### src/rtl/point_update_scheduler.sv
// Per-frame walker over the point register file, feeding one shared update_point.
// Optional SCHED_TIMEOUT_EN bounds each WAIT to TIMEOUT cycles.
module point_update_scheduler #(
    parameter int POSITION_SIZE = 8,
    parameter int VELOCITY_SIZE = 8,
    parameter int NUM_POINTS    = 4,
    parameter int TIMEOUT       = 64,
    localparam int IDX_W = (NUM_POINTS > 1) ? $clog2(NUM_POINTS) : 1
) (
    input  logic                     clk_in,
    input  logic                     rst_in,
    input  logic                     frame_start_in,
    input  logic                     load_valid_in,
    input  logic [IDX_W-1:0]         load_idx_in,
    input  logic [POSITION_SIZE-1:0] load_pos_x_in,
    input  logic [POSITION_SIZE-1:0] load_pos_y_in,
    input  logic [VELOCITY_SIZE-1:0] load_vel_x_in,
    input  logic [VELOCITY_SIZE-1:0] load_vel_y_in,
    input  logic [IDX_W-1:0]         rd_idx_in,
    output logic [POSITION_SIZE-1:0] rd_pos_x_out,
    output logic [POSITION_SIZE-1:0] rd_pos_y_out,
    output logic                     begin_out,
    output logic [POSITION_SIZE-1:0] pos_x_out,
    output logic [POSITION_SIZE-1:0] pos_y_out,
    output logic [VELOCITY_SIZE-1:0] vel_x_out,
    output logic [VELOCITY_SIZE-1:0] vel_y_out,
    input  logic                     result_in,
    input  logic [POSITION_SIZE-1:0] new_pos_x_in,
    input  logic [POSITION_SIZE-1:0] new_pos_y_in,
    input  logic [VELOCITY_SIZE-1:0] new_vel_x_in,
    input  logic [VELOCITY_SIZE-1:0] new_vel_y_in,
    output logic                     busy_out,
    output logic                     done_out,
    output logic                     overrun_out,
    output logic                     timeout_out
);

    typedef enum logic [1:0] {IDLE, ISSUE, WAIT, DONE} state_t;

    state_t state_q, state_d;
    logic [IDX_W-1:0] idx_q, idx_d;
    logic overrun_q;
    logic wr_en, load_en, last, tmo_hit;

    logic [POSITION_SIZE-1:0] px_q [NUM_POINTS];
    logic [POSITION_SIZE-1:0] py_q [NUM_POINTS];
    logic [VELOCITY_SIZE-1:0] vx_q [NUM_POINTS];
    logic [VELOCITY_SIZE-1:0] vy_q [NUM_POINTS];

    assign busy_out    = (state_q != IDLE);
    assign overrun_out = overrun_q;
    assign load_en     = load_valid_in && (state_q == IDLE);
    assign last        = (idx_q == IDX_W'(NUM_POINTS - 1));

`ifdef SCHED_TIMEOUT_EN
    localparam int CNT_W = $clog2(TIMEOUT + 1);

    logic [CNT_W-1:0] wcnt_q;
    logic timeout_q;

    // A same-cycle result wins over the timeout.
    assign tmo_hit = (state_q == WAIT) && !result_in &&
                     (wcnt_q == CNT_W'(TIMEOUT - 1));
    assign timeout_out = timeout_q;

    always_ff @(posedge clk_in or negedge rst_in) begin
        if (!rst_in) begin
            wcnt_q    <= '0;
            timeout_q <= 1'b0;
        end else begin
            if (state_q == ISSUE)
                wcnt_q <= '0;
            else if (state_q == WAIT)
                wcnt_q <= wcnt_q + CNT_W'(1);
            if (tmo_hit)
                timeout_q <= 1'b1;
        end
    end
`else
    logic unused_timeout;

    assign unused_timeout = (TIMEOUT != 0);
    assign tmo_hit        = 1'b0;
    assign timeout_out    = 1'b0;
`endif

    always_ff @(posedge clk_in or negedge rst_in) begin
        if (!rst_in) begin
            state_q   <= IDLE;
            idx_q     <= '0;
            overrun_q <= 1'b0;
        end else begin
            state_q <= state_d;
            idx_q   <= idx_d;
            if (frame_start_in && busy_out)
                overrun_q <= 1'b1;
        end
    end

    always_comb begin
        state_d   = state_q;
        idx_d     = idx_q;
        wr_en     = 1'b0;
        begin_out = 1'b0;
        done_out  = 1'b0;
        unique case (state_q)
            IDLE: begin
                if (frame_start_in) begin
                    idx_d   = '0;
                    state_d = ISSUE;
                end
            end
            ISSUE: begin
                begin_out = 1'b1;
                state_d   = WAIT;
            end
            WAIT: begin
                wr_en = result_in;
                if (result_in || tmo_hit) begin
                    if (last) begin
                        state_d = DONE;
                    end else begin
                        idx_d   = idx_q + IDX_W'(1);
                        state_d = ISSUE;
                    end
                end
            end
            DONE: begin
                done_out = 1'b1;
                state_d  = IDLE;
            end
        endcase
    end

    always_ff @(posedge clk_in or negedge rst_in) begin
        if (!rst_in) begin
            for (int i = 0; i < NUM_POINTS; i++) begin
                px_q[i] <= '0;
                py_q[i] <= '0;
                vx_q[i] <= '0;
                vy_q[i] <= '0;
            end
        end else begin
            for (int i = 0; i < NUM_POINTS; i++) begin
                if (load_en && load_idx_in == IDX_W'(i)) begin
                    px_q[i] <= load_pos_x_in;
                    py_q[i] <= load_pos_y_in;
                    vx_q[i] <= load_vel_x_in;
                    vy_q[i] <= load_vel_y_in;
                end else if (wr_en && idx_q == IDX_W'(i)) begin
                    px_q[i] <= new_pos_x_in;
                    py_q[i] <= new_pos_y_in;
                    vx_q[i] <= new_vel_x_in;
                    vy_q[i] <= new_vel_y_in;
                end
            end
        end
    end

    // Index decode by match so out-of-range indices fall through to zero.
    always_comb begin
        rd_pos_x_out = '0;
        rd_pos_y_out = '0;
        pos_x_out    = '0;
        pos_y_out    = '0;
        vel_x_out    = '0;
        vel_y_out    = '0;
        for (int i = 0; i < NUM_POINTS; i++) begin
            if (rd_idx_in == IDX_W'(i)) begin
                rd_pos_x_out = px_q[i];
                rd_pos_y_out = py_q[i];
            end
            if (idx_q == IDX_W'(i)) begin
                pos_x_out = px_q[i];
                pos_y_out = py_q[i];
                vel_x_out = vx_q[i];
                vel_y_out = vy_q[i];
            end
        end
    end

endmodule

### config.mk
export PLATFORM = sky130hd
export DESIGN_NAME = point_update_scheduler
export DESIGN_NICKNAME = d
export VERILOG_FILES = /design/src/rtl/point_update_scheduler.sv
export SDC_FILE = /design/constraint.sdc
export NUM_CORES = 1
export LEC_CHECK = 0
export BUFFER_PORTS_ARGS = -buffer_cell sky130_fd_sc_hd__buf_2
export CORE_AREA = 2 2 145 147
export DETAILED_ROUTE_END_ITERATION = 6
export DIE_AREA = 0 0 147 149
export GPL_ROUTABILITY_DRIVEN = 0
export PLACE_DENSITY_LB_ADDON = 0.25
export SETUP_SLACK_MARGIN = 0.15
export SYNTH_ARGS = -nofsm -noshare
export SYNTH_HDL_FRONTEND = slang
export SYNTH_SLANG_ARGS = --single-unit
### constraint.sdc
create_clock -name clk_in -period 2.5 [get_ports clk_in]
set_input_delay 0.625 -clock clk_in [delete_from_list [all_inputs] [get_ports clk_in]]
set_output_delay 0.625 -clock clk_in [all_outputs]
set_load 0.005 [all_outputs]
# Yosys cells after proc, flatten, opt, wreduce, memory -nomap -nowiden
# Index checks and enable logic that the tools add are counted.
# op_classes
n_shift	0
order_cmp	0
n_div	0
reduce_logical	22
muxes	67
multipliers	0
add_sub_neg	1
bitwise	0
n_eq_ne	15
# op_table
cell	n
8-bit 2-to-1 mux	56
2-bit equality test, second input constant	8
2-bit 2-to-1 mux	6
2-bit nonzero test	6
1-bit logical AND	10
2-bit by 1-bit equality test with 1-bit output, second input constant	4
2-bit zero test	4
2-bit case mux with 4 select lines	1
2-bit != test, second input constant	3
2-bit case mux with 2 select lines	1
4-bit AND reduction	1
1-bit 2-to-1 mux	3
2-bit by 1-bit adder with 2-bit output, second input constant	1
2-bit AND reduction	1
# totals
latch_bits	0
rom_bits	0
mem_count	0
inputBits	73
regBits	133
mem_bits_rw	0

# Depth between registers and ports, before layout
# Gate-level depths: netlist (run 1).
# logic_depth
ltp_word	5
ltp_mapped	8

# Least setup slack after synthesis (run 1)
# Ideal clock, no wire load.
# synth_path
path_kind	reg2out
start	register idx_q[0]
end	output port vel_x_out[5]
slack_ns	0.171
path_buffers	3
arrival_time_ns	1.704
stages_incl_launch_ff	9
cell_sequence	dfrtp_1 > inv_1 > ha_1 > clkbuf_1 > nor2b_1 > buf_2 > buf_2 > a221oi_1 > o31ai_1
# synth_between
elab_chain_cells	5
elab_cells_between_ends	8
# synth_lines
item	line_no	source
start, declared	41	logic [IDX_W-1:0] idx_q, idx_d;
start signal, assigned	94	idx_q <= idx_d;
2-bit zero test	173	if (idx_q == IDX_W'(i)) begin
8-bit 2-to-1 mux (3 in series)	173	
8-bit 2-to-1 mux (*)	173	
end, declared	25	output logic [VELOCITY_SIZE-1:0] vel_x_out,
# Mark *: on every way between the ends. The rest lies on a longest branch, timed or not.

# Final worst setup path (run 1)
# layout_path
start	register idx_q[0]
end	output port vel_y_out[7]
# layout_between
elab_chain_cells	5
elab_cells_between_ends	8
# layout_lines
item	line_no	source
2-bit zero test	173	
8-bit 2-to-1 mux (3 in series)	173	
8-bit 2-to-1 mux (*)	173	
end, declared	26	output logic [VELOCITY_SIZE-1:0] vel_y_out,
# Marked as above.

==> impl_results.md, run 1 <==
- Outcome: finished, violations left
- Failing checks: setup timing
- Async set-or-reset flop fraction in the synthesized netlist: 1.00
- WL final: 23700 um
- Worst-skew pair later-pin latency: 0.43 ns
- Synth Warn #: 0
- Vias per Instance: around 5.6
- XOR/XNOR share of the synthesized area: 0
- Antenna-violating nets left: 0
- TritonCTS Buffers: 17
- Worst EP arrival: 2.05 ns
- Vias: about 6000
- Final hold viol count: 0
- Post-CTS Hold Buffers: 0
- Initial drt markers: 253
- Reg clk slew, reported paths: 0.06 ns
- Pwr Total: 11.9 mW
- Max Buffers Root-to-Sink: 2
- Top Metal Used: met4
- Core Rows: 53
- RSZ-0062 raised after global routing: yes
- R2r setup slk: between 0.2 and 0.25 ns
- Tightest Pin Transition: 0.599 ns
- Core Area: 20600 um^2
- Mux share of post-synthesis cell area: 0.408
- Mapped Area: approximately 8000 um^2
- DRC Markers: 0
- Sequential area share after synthesis: 0.416
- Hpwl dp: 15000 um
- Worst-path fanout max: 11
- Met1 WL: 10100 um
- Die Width: around 150 um
- Leading post-synthesis cells by cell area: dfrtp_1, mux2_2, mux4_2
- Synthesis-stage register bit count: around 130
- Die area: 21900 um^2
- Crit path capture type: output pin
- Finish-stage setup viols: 32
- End point of the critical path: vel_y_out[7]
- Vias in the first global route: 6507
- Max-slew violation count: 0
- Initial core utilization: 0.389
- Met2 Wirelength: 11800 um
- Simple-Gate Fraction of Synth Area: 0.0452
- Setup Skew: roughly 0.013 ns
- Syn_nets: 728
- PwrDens: between 1000 and 1500 nW/um^2
- Final Util: 0.488
- Netlist cell types: 30
- FILL cells: 1841
- Commonest non-fill, non-tap cells in the layout: mux2_2, dfrtp_1, buf_2, nand2_1, buf_4
- Chip Height: around 150 um
- NumNets Final: 860
- Top Ports: 126
- Syn_area_per_cell: 12.3 um^2
- Drt first pass iters: 5
- Final worst path period need: 2.68 ns
- Period Utilization, post-route: 1.07
- Clock root cell: clkbuf_16
- Gr usage total: 0.218
- Cells after Synth: 651
- Synth Area in Adders: 0.00626
- Reg2reg start: idx_q[0]
- Post-synth EDFFs: 0
- Compound-Gate Fraction of Synth Area: 0.0840
- Final WS setup: -0.180 ns
- First-pass GRT wire length: around 36000 um
- I/O Buffers: between 100 and 150
- Dominant cell type by area after synthesis: dfrtp_1
- Wire per inst: ~22 um
- Worst slew margin: 0.599
- Most common cell after layout, fill and taps aside: mux2_2
- Setup crit start: idx_q[0]
- R2R cell count: 8
- Initial antenna violation count: 1
- Clk sinks: 133
- TritonCTS clock tree: built
- Yosys top cell area share: 0.416
- Worst slack, placed: 0.145 ns
- Placed Cells: ~1000
- Share of layout cells above drive strength 1: 0.622
- P_leak: 4.39 nW
- Layout overhead on the synthesized area: 25.5%
- Largest family of logic cells by synthesized area: multiplexers
- Maxcap violations: 0
- Global route overflow: 0
- Fin cells: about 1100
- Setup crit start kind: flip-flop
- Max H-tree Level: 4
- Largest net degree at the start of global routing: between 50 and 60
- Worst vdd rail ir drop: just over 0.0006 V
- Crit Path Class: reg -> out
- Worst flop-to-flop path endpoint: vy_q[13]
- WP data required: 1.88 ns
- Fmax: 373 MHz
- WL met3: 1160 um
- Worst Hold Class: in -> async
- Predominant post-synthesis flop cell: dfrtp_1
==> registers in the layout (all words and copies together) (netlist names) <==
| name | cells |
|---|---|
| px_q | 32 |
| py_q | 32 |
| vx_q | 32 |
| vy_q | 32 |
| idx_q | 2 |
| state_q | 2 |
| overrun_out | 1 |
==> kinds of logic after synthesis <==
group / count (synthesis)
flops: 133
buf+inv: 74
simple gates: 67
fa+ha+maj: 4
other cells: 1
mux: 274
compound gates: 98
==> power by group <==
group	switching, mW	internal [mW]
logic	2.13	3.25
clock network	0.926	1.53
registers	0.800	3.24
==> metrics by stage <==
| stage | instance area [um^2] | setup TNS (ns) | hold WS, ns |
|---|---|---|---|
| 3_3_place_gp | 9100 | 0 | 0.435 |
| 4_1_cts | 9920 | -2.94 | 0.162 |
| 6_report | 10000 | -3.31 | 0.159 |
| 5_1_grt | 10000 | -5.97 | 0.174 |
| 2_1_floorplan | 8000 | 0 | 0.329 |
| 3_5_place_dp | 9100 | 0 | 0.444 |
==> synthesized netlist by cell type (2+ instances only) <==
cell	count
mux2_2	246
dfrtp_1	133
nand2_1	33
a21oi_1	28
buf_2	25
clkbuf_1	22
nor2b_1	21
a221oi_1	18
inv_1	18
o31ai_1	18
a22o_1	16
mux4_2	16
o21ai_0	14
mux2_1	10
buf_1	7
ha_1	4
nand4b_1	3
buf_4	2
mux2i_1	2
nand2b_1	2
nand4b_2	2
nor2_1	2
o21bai_1	2
==> routing by layer <==
metal	GRT usage	vias up
li1	-	2689
met1	0.273	3111
met2	0.377	194
met3	0.0440	40
met4	0.0726	0
met5	0	-
==> layout make-up <==
class	count	area, um^2	area share
multi-input combinational	444	4520	0.451
sequential	133	3330	0.332
timing repair buffer	169	1180	0.118
clock buffer	22	474	0.0473
tap	275	344	0.0343
clock inverter	8	101	0.0101
inverter	18	70.1	0.00698
antenna	2	5.00	0.000499
==> worst min path at each step <==
stage                           start           to  slack, ns  cells past startpoint
after global placement    overrun_out  overrun_out       0.43                      1
final                          rst_in      vx_q[1]       0.16                      1
after detailed placement  overrun_out  overrun_out       0.44                      1
after CTS                      rst_in      vx_q[1]       0.16                      1
after global routing           rst_in      vx_q[9]       0.17                      1
after floorplan                rst_in     idx_q[0]       0.33                      0
==> worst max-delay path, cell delays in order, from the launching register on <==
cell     delay, ns
dfrtp_2       0.43
inv_4         0.05
buf_4         0.14
ha_4          0.21
buf_12        0.17
nor2b_1       0.14
o31ai_2       0.31
buf_2         0.18
==> timing repair <==
action	4_1_cts	5_1_grt
resized for setup	37	9
gates cloned	2	2
hold endpoints to repair	0	0
pin swaps	17	5
setup buffers	6	2
endpoints found under the setup margin	32	32
Note: power is estimated with default switching activity, not from simulation.
==> run 2: changes to the inputs <==
BUFFER_PORTS_ARGS = unset   (was -buffer_cell sky130_fd_sc_hd__buf_2)
DONT_BUFFER_PORTS = 1   (was unset)
==> run 2 against run 1 <==
  * Global-route usage decreased by 0.12 points
  * Wire length down 2.1%
  * Sequential power increased by 2%
  * Clock skew decreased by 0.0027 ns
  * Sequential share of layout area increased by 0.45 points
  * The run ends with hold timing, setup timing left
  * Sequential cell count unchanged
  * First-iteration DRC count decreased by 4.3%
  * Non-clock buffer count decreased by 113
==> impl_results.md, run 2 (synthesis gave the netlist of run 1 again) <==
- Wire per inst: 24.2 um (+9.4%)
- Die area: 21900 um^2 (unchanged)
- Initial antenna violation count: 0 (-1)
- Global route overflow: 0 (unchanged)
- Max-slew violation count: 0 (unchanged)
- Final worst path period need: 2.54 ns (-0.144 ns)
- Clk sinks: 133 (unchanged)
- DP Area: 8400 um^2 (-7.7%)
- Finish-stage setup viols: 8 (-75%)
- Core Rows: 53 (unchanged)
- Initial drt markers: 242 (-4.3%)
- Vias per Instance: 5.77 (+2.4%)
- Worst Path Buf+Inv: 3 (-1)
- PwrDens: 1240 nW/um^2 (+4.8%)
- Initial core utilization: 0.389 (unchanged)
- Worst Hold Class: in -> async
- Crit Path Class: reg -> out
- Worst slew margin: 0.623 (+0.0246)
- Period Utilization, post-route: 1.01 (-0.0576)
- Top Ports: 126 (unchanged)
- Chip Height: 149 um (unchanged)
- Design Area, Final: 9900 um^2 (-1.3%)
- Core Area: 20600 um^2 (unchanged)
- Clock root cell: clkbuf_16
- Largest net degree at the start of global routing: 134 (+160%)
- Final hold viol count: 133 (+133)
- NumNets Final: 747 (-13%)
- Commonest non-fill, non-tap cells in the layout: mux2_2, dfrtp_1, buf_4, nand2_1
- Reg clk slew, reported paths: 0.06 ns (about the same)
- Fmax: 394 MHz (+5.7%)
- R2R cell count: 7 (-1)
- Vias: 5528 (-8.4%)
- Failing checks: hold timing, setup timing
- Worst-path fanout max: 6 (-5)
- Setup crit start kind: flip-flop
- Antenna-violating nets left: 0 (unchanged)
- Max Buffers Root-to-Sink: 2 (unchanged)
- Share of layout cells above drive strength 1: 0.605 (-0.0175)
- Tightest Pin Transition: 0.557 ns (-0.0416 ns)
- Antenna diode count: 0 (-2)
- Setup Skew: 0.0107 ns (-0.00271 ns)
- Final Util: 0.482 (-0.00639)
- RSZ-0062 raised after global routing: yes
- TritonCTS Buffers: 17 (unchanged)
- Setup TNS: -0.108 ns (+3.20 ns)
- Pwr Total: 12.3 mW (+3.4%)
- I/O Buffers: 0 (-100%)
- Worst-skew pair later-pin latency: 0.43 ns (about the same)
- Final WS setup: -0.0359 ns (+0.144 ns)
- Worst EP arrival: 1.91 ns (-0.14 ns)
- Top cell family by delay on the critical path: flip-flops
- Gr usage total: 0.216 (-0.00121)
- Hpwl dp: 14300 um (-4.5%)
- CP max-delay cell: dfrtp_2
- Drt first pass iters: 4 (-1)
- Cell Chain, Critical Path: buf_6 -> ha_4 -> buf_12 -> nor2b_4 -> o31ai_4 -> buf_4
- TritonCTS clock tree: built
- First-pass GRT wire length: 35500 um (-2.5%)
- DRC Markers: 0 (unchanged)
- WL final: 23200 um (-2.1%)
- Outcome: finished, violations left
- P_leak: 4.09 nW (-6.9%)
- Worst vdd rail ir drop: 0.000539 V (-12%)
- Die Width: 147 um (unchanged)
- Max H-tree Level: 4 (unchanged)
- Vias in the first global route: 5999 (-7.8%)
- Most common cell after layout, fill and taps aside: mux2_2
- Critical path depth: 6 (-1)
- Worst hold margin: -0.108 ns (-0.267 ns)
- Worst slack, placed: 0.128 ns (-0.0169 ns)
- WP data required: 1.88 ns (about the same)
- Crit path capture type: output pin
- Maxcap violations: 0 (unchanged)
- Worst path max stage delay: 0.45 ns (+0.02 ns)
- Layout overhead on the synthesized area: 23.8%
## run 2: worst reg2reg max path, cell delays in order (launching register included)
cell and delay (ns):
dfrtp_2 0.45, buf_6 0.13, ha_4 0.20, buf_6 0.19, nand4b_1 0.12, buf_4 0.34
mux2_2 0.39, mux2_2 0.26
## run 2: cell type report
type                       count  area [um^2]
multi-input combinational    444         4860
timing repair buffer          56          658
clock buffer                  21          460
tap                          275          344
clock inverter                11          174
inverter                      18         72.6
fill                        1799        10700
sequential                   133         3330
## run 2: repair_timing
item / CTS / global route
pin swaps: 23 / 22
setup endpoints to repair: 32 / 32
gates resized for setup: 71 / 49
hold endpoints to repair: 133 / 133
buffers inserted: 12 / 7
cloned: 2 / 2
## run 2: where the power goes
| part | switching [mW] | internal [mW] |
|---|---|---|
| Combinational | 2.14 | 3.33 |
| Sequential | 0.866 | 3.24 |
| Clock | 0.976 | 1.73 |
| Total | 3.99 | 8.30 |
## run 2: metal layers
layer | GRT usage | vias up | part of all wire
li1 | - | 2459 | -
met2 | 0.372 | 144 | 0.50
met4 | 0.0558 | 0 | 0.013
met3 | 0.0813 | 27 | 0.075
met1 | 0.257 | 2898 | 0.41
met5 | 0 | - | 0
## run 2: metrics by stage
stage / hold slack (ns) / std cells
6_report: -0.108 / 958
5_1_grt: -0.137 / 958
4_1_cts: -0.132 / 949
3_5_place_dp: 0.336 / 903
3_3_place_gp: 0.336 / 903
2_1_floorplan: 0.329 / 651
## run 2: final timing paths
check / start / to / slack [ns]
max: idx_q[1] / pos_y_out[7] / -0.04
min: rst_in / vx_q[4] / -0.11
max reg2reg: idx_q[1] / vy_q[11] / 0.28
min reg2reg: overrun_out / overrun_out / 0.49
max in group asynchronous: rst_in / idx_q[0] / 2.38
min in group clk_in: frame_start_in / overrun_out / 0.32
==> run 3: changes to the inputs <==
GPL_TIMING_DRIVEN = 0   (was unset)
==> run 3 against run 2 <==
  * The flow still finishes with violations (hold timing, setup timing)
  * Largest power group unchanged
  * First-iteration DRC count rose by 33%
  * Clock skew grew 0.0060 ns
  * Sequential cell count unchanged
  * Clock power is 7.4% lower
  * Global-route usage is 2.0 points higher
  * Fmax is 4.5% lower
  * Design area rose by 2.3%
==> impl_results.md, run 3 (synthesis gave the netlist of run 1 again) <==
- Outcome: finished, violations left
- Failing checks: hold timing, setup timing
- Most common cell after layout, fill and taps aside: mux2_2
- Period Utilization, post-route: 1.06 (+0.0476)
- Final worst path period need: 2.65 ns (+0.119 ns)
- Routing usage on met1: 0.277 (+0.0198)
- Crit path capture type: output pin
- Worst vdd rail ir drop: 0.000538 V (-0.15%)
- R2r setup slk: 0.21 ns (-0.07 ns)
- FILL cells: 1817 (+1.0%)
- Clock root cell: clkbuf_16
- Worst slack, placed: -0.584 ns (-0.712 ns)
- Final WS setup: -0.155 ns (-0.119 ns)
- Finish-stage setup viols: 32 (+24)
- Worst hold margin: -0.103 ns (+0.00493 ns)
- Layout overhead on the synthesized area: 26.7%
- Vias per Instance: 5.91 (+2.4%)
- Share of layout cells above drive strength 1: 0.606 (+0.00129)
- Wire per inst: 26.3 um (+8.7%)
- Max-slew violation count: 0 (unchanged)
- Max Buffers Root-to-Sink: 2 (unchanged)
- Setup Skew: 0.0166 ns (+0.00596 ns)
- Commonest non-fill, non-tap cells in the layout: mux2_2, dfrtp_1, nand2_1, clkbuf_16, nor2b_1
- WP data required: 1.88 ns (about the same)
- Chip Height: 149 um (unchanged)
- Placed Cells: 926 (+2.5%)
- Largest net degree at the start of global routing: 134 (unchanged)
- Initial core utilization: 0.389 (unchanged)
- First-pass GRT wire length: 38400 um (+8.1%)
- Tightest Pin Transition: 0.873 ns (+0.316 ns)
- Global route overflow: 0 (unchanged)
- WL final: 25800 um (+11%)
- Top Ports: 126 (unchanged)
- Fin cells: 978 (+2.1%)
- Antenna diode count: 0 (unchanged)
- RSZ-0062 raised after global routing: yes
- Worst-skew pair later-pin latency: 0.44 ns (about the same)
- NumNets Final: 768 (+2.8%)
- Met3 GRT Util: 0.0847 (+0.00336)
- Worst EP arrival: 2.03 ns (+0.12 ns)
- I/O Buffers: 0 (unchanged)
- Layer with the highest usage: met2
- TritonCTS Buffers: 17 (unchanged)
- Setup crit start kind: flip-flop
- Reg2reg start: idx_q[1]
- Maxcap violations: 0 (unchanged)
- PwrDens: 1240 nW/um^2 (+0.27%)
- Initial drt markers: 321 (+33%)
- Final Util: 0.493 (+0.0111)
- R2R cell count: 9 (+2)
- Worst flop-to-flop path endpoint: vy_q[23]
- DRC Markers: 0 (unchanged)
- Reg clk slew, reported paths: 0.06 ns (about the same)
- Vias in the first global route: 6393 (+6.6%)
- Worst slew margin: 0.418 (-0.206)
- Core Area: 20600 um^2 (unchanged)
- Pwr Total: 12.6 mW (+2.6%)
- Worst-path fanout max: 7 (+1)
- Max H-tree Level: 4 (unchanged)
- Hpwl dp: 16200 um (+14%)
- Core Rows: 53 (unchanged)
- Worst Hold Class: in -> async
- Antenna-violating nets left: 0 (unchanged)
- Die area: 21900 um^2 (unchanged)
- TritonCTS clock tree: built
- Final hold viol count: 133 (unchanged)
- P_leak: 4.16 nW (+1.7%)
- Clk sinks: 133 (unchanged)
- Fmax: 377 MHz (-4.5%)
- Vias: 5779 (+4.5%)
- Die Width: 147 um (unchanged)
- Gr usage total: 0.236 (+0.0198)
- Drt first pass iters: 4 (unchanged)
- Initial antenna violation count: 0 (unchanged)
- Crit Path Class: reg -> out
- Met2 Use GR: 0.401 (+0.0289)
run 3: worst max-delay path by stage:
stage / start / to / slack, ns / cells after the start
finish: idx_q[1] / vel_x_out[0] / -0.15 / 8
global route: idx_q[0] / vel_x_out[0] / -0.20 / 8
CTS: idx_q[1] / vel_x_out[0] / -0.17 / 8
detailed placement: idx_q[0] / vel_x_out[0] / -0.58 / 8
global placement: idx_q[0] / vel_x_out[0] / -0.60 / 8
floorplan: idx_q[0] / vel_x_out[5] / 0.17 / 8
run 3: repair_timing:
item                       in CTS  in global routing
setup buffers                  12                  3
pin swaps                      48                 27
hold endpoints to repair      133                133
gates cloned                    5                  1
setup endpoints to repair      81                 76
gates resized for setup       186                 29
run 3: power by group:
part | leakage (nW) | total, mW | internal [mW] | switching [mW]
Combinational | 2.30 | 5.98 | 3.54 | 2.44
Clock | 0.278 | 2.50 | 1.52 | 0.982
Sequential | 1.59 | 4.12 | 3.24 | 0.882
Total | 4.16 | 12.6 | 8.29 | 4.31
run 3: stage by stage:
| step | instance area [um^2] | TNS [ns] |
|---|---|---|
| after floorplan | 8000 | 0 |
| after global placement | 8340 | -14.16 |
| after detailed placement | 8340 | -15.24 |
| after CTS | 9940 | -3.51 |
| after global routing | 10100 | -4.50 |
| final | 10100 | -2.72 |
run 3: area by class of cell:
type | count | area, um^2 | area share
tap | 275 | 344 | 0.0340
clock buffer | 20 | 457 | 0.0451
sequential | 133 | 3330 | 0.329
buffer | 56 | 586 | 0.0578
inverter | 18 | 70.1 | 0.00692
timing repair buffer | 21 | 269 | 0.0266
clock inverter | 11 | 128 | 0.0126
multi-input combinational | 444 | 4950 | 0.488
run 3: layer usage:
layer,wire length [um],up-vias
met5,0,-
met4,510,0
met3,2170,43
met2,12900,210
met1,10200,3032
li1,-,2494
run 3: critical path, cell delays in order (launching register included):
cell and delay, ns:
dfrtp_2 0.45, inv_4 0.09, ha_4 0.13, buf_8 0.10
nor2b_4 0.15, buf_12 0.14, buf_16 0.14, a221oi_4 0.07
o31ai_4 0.31
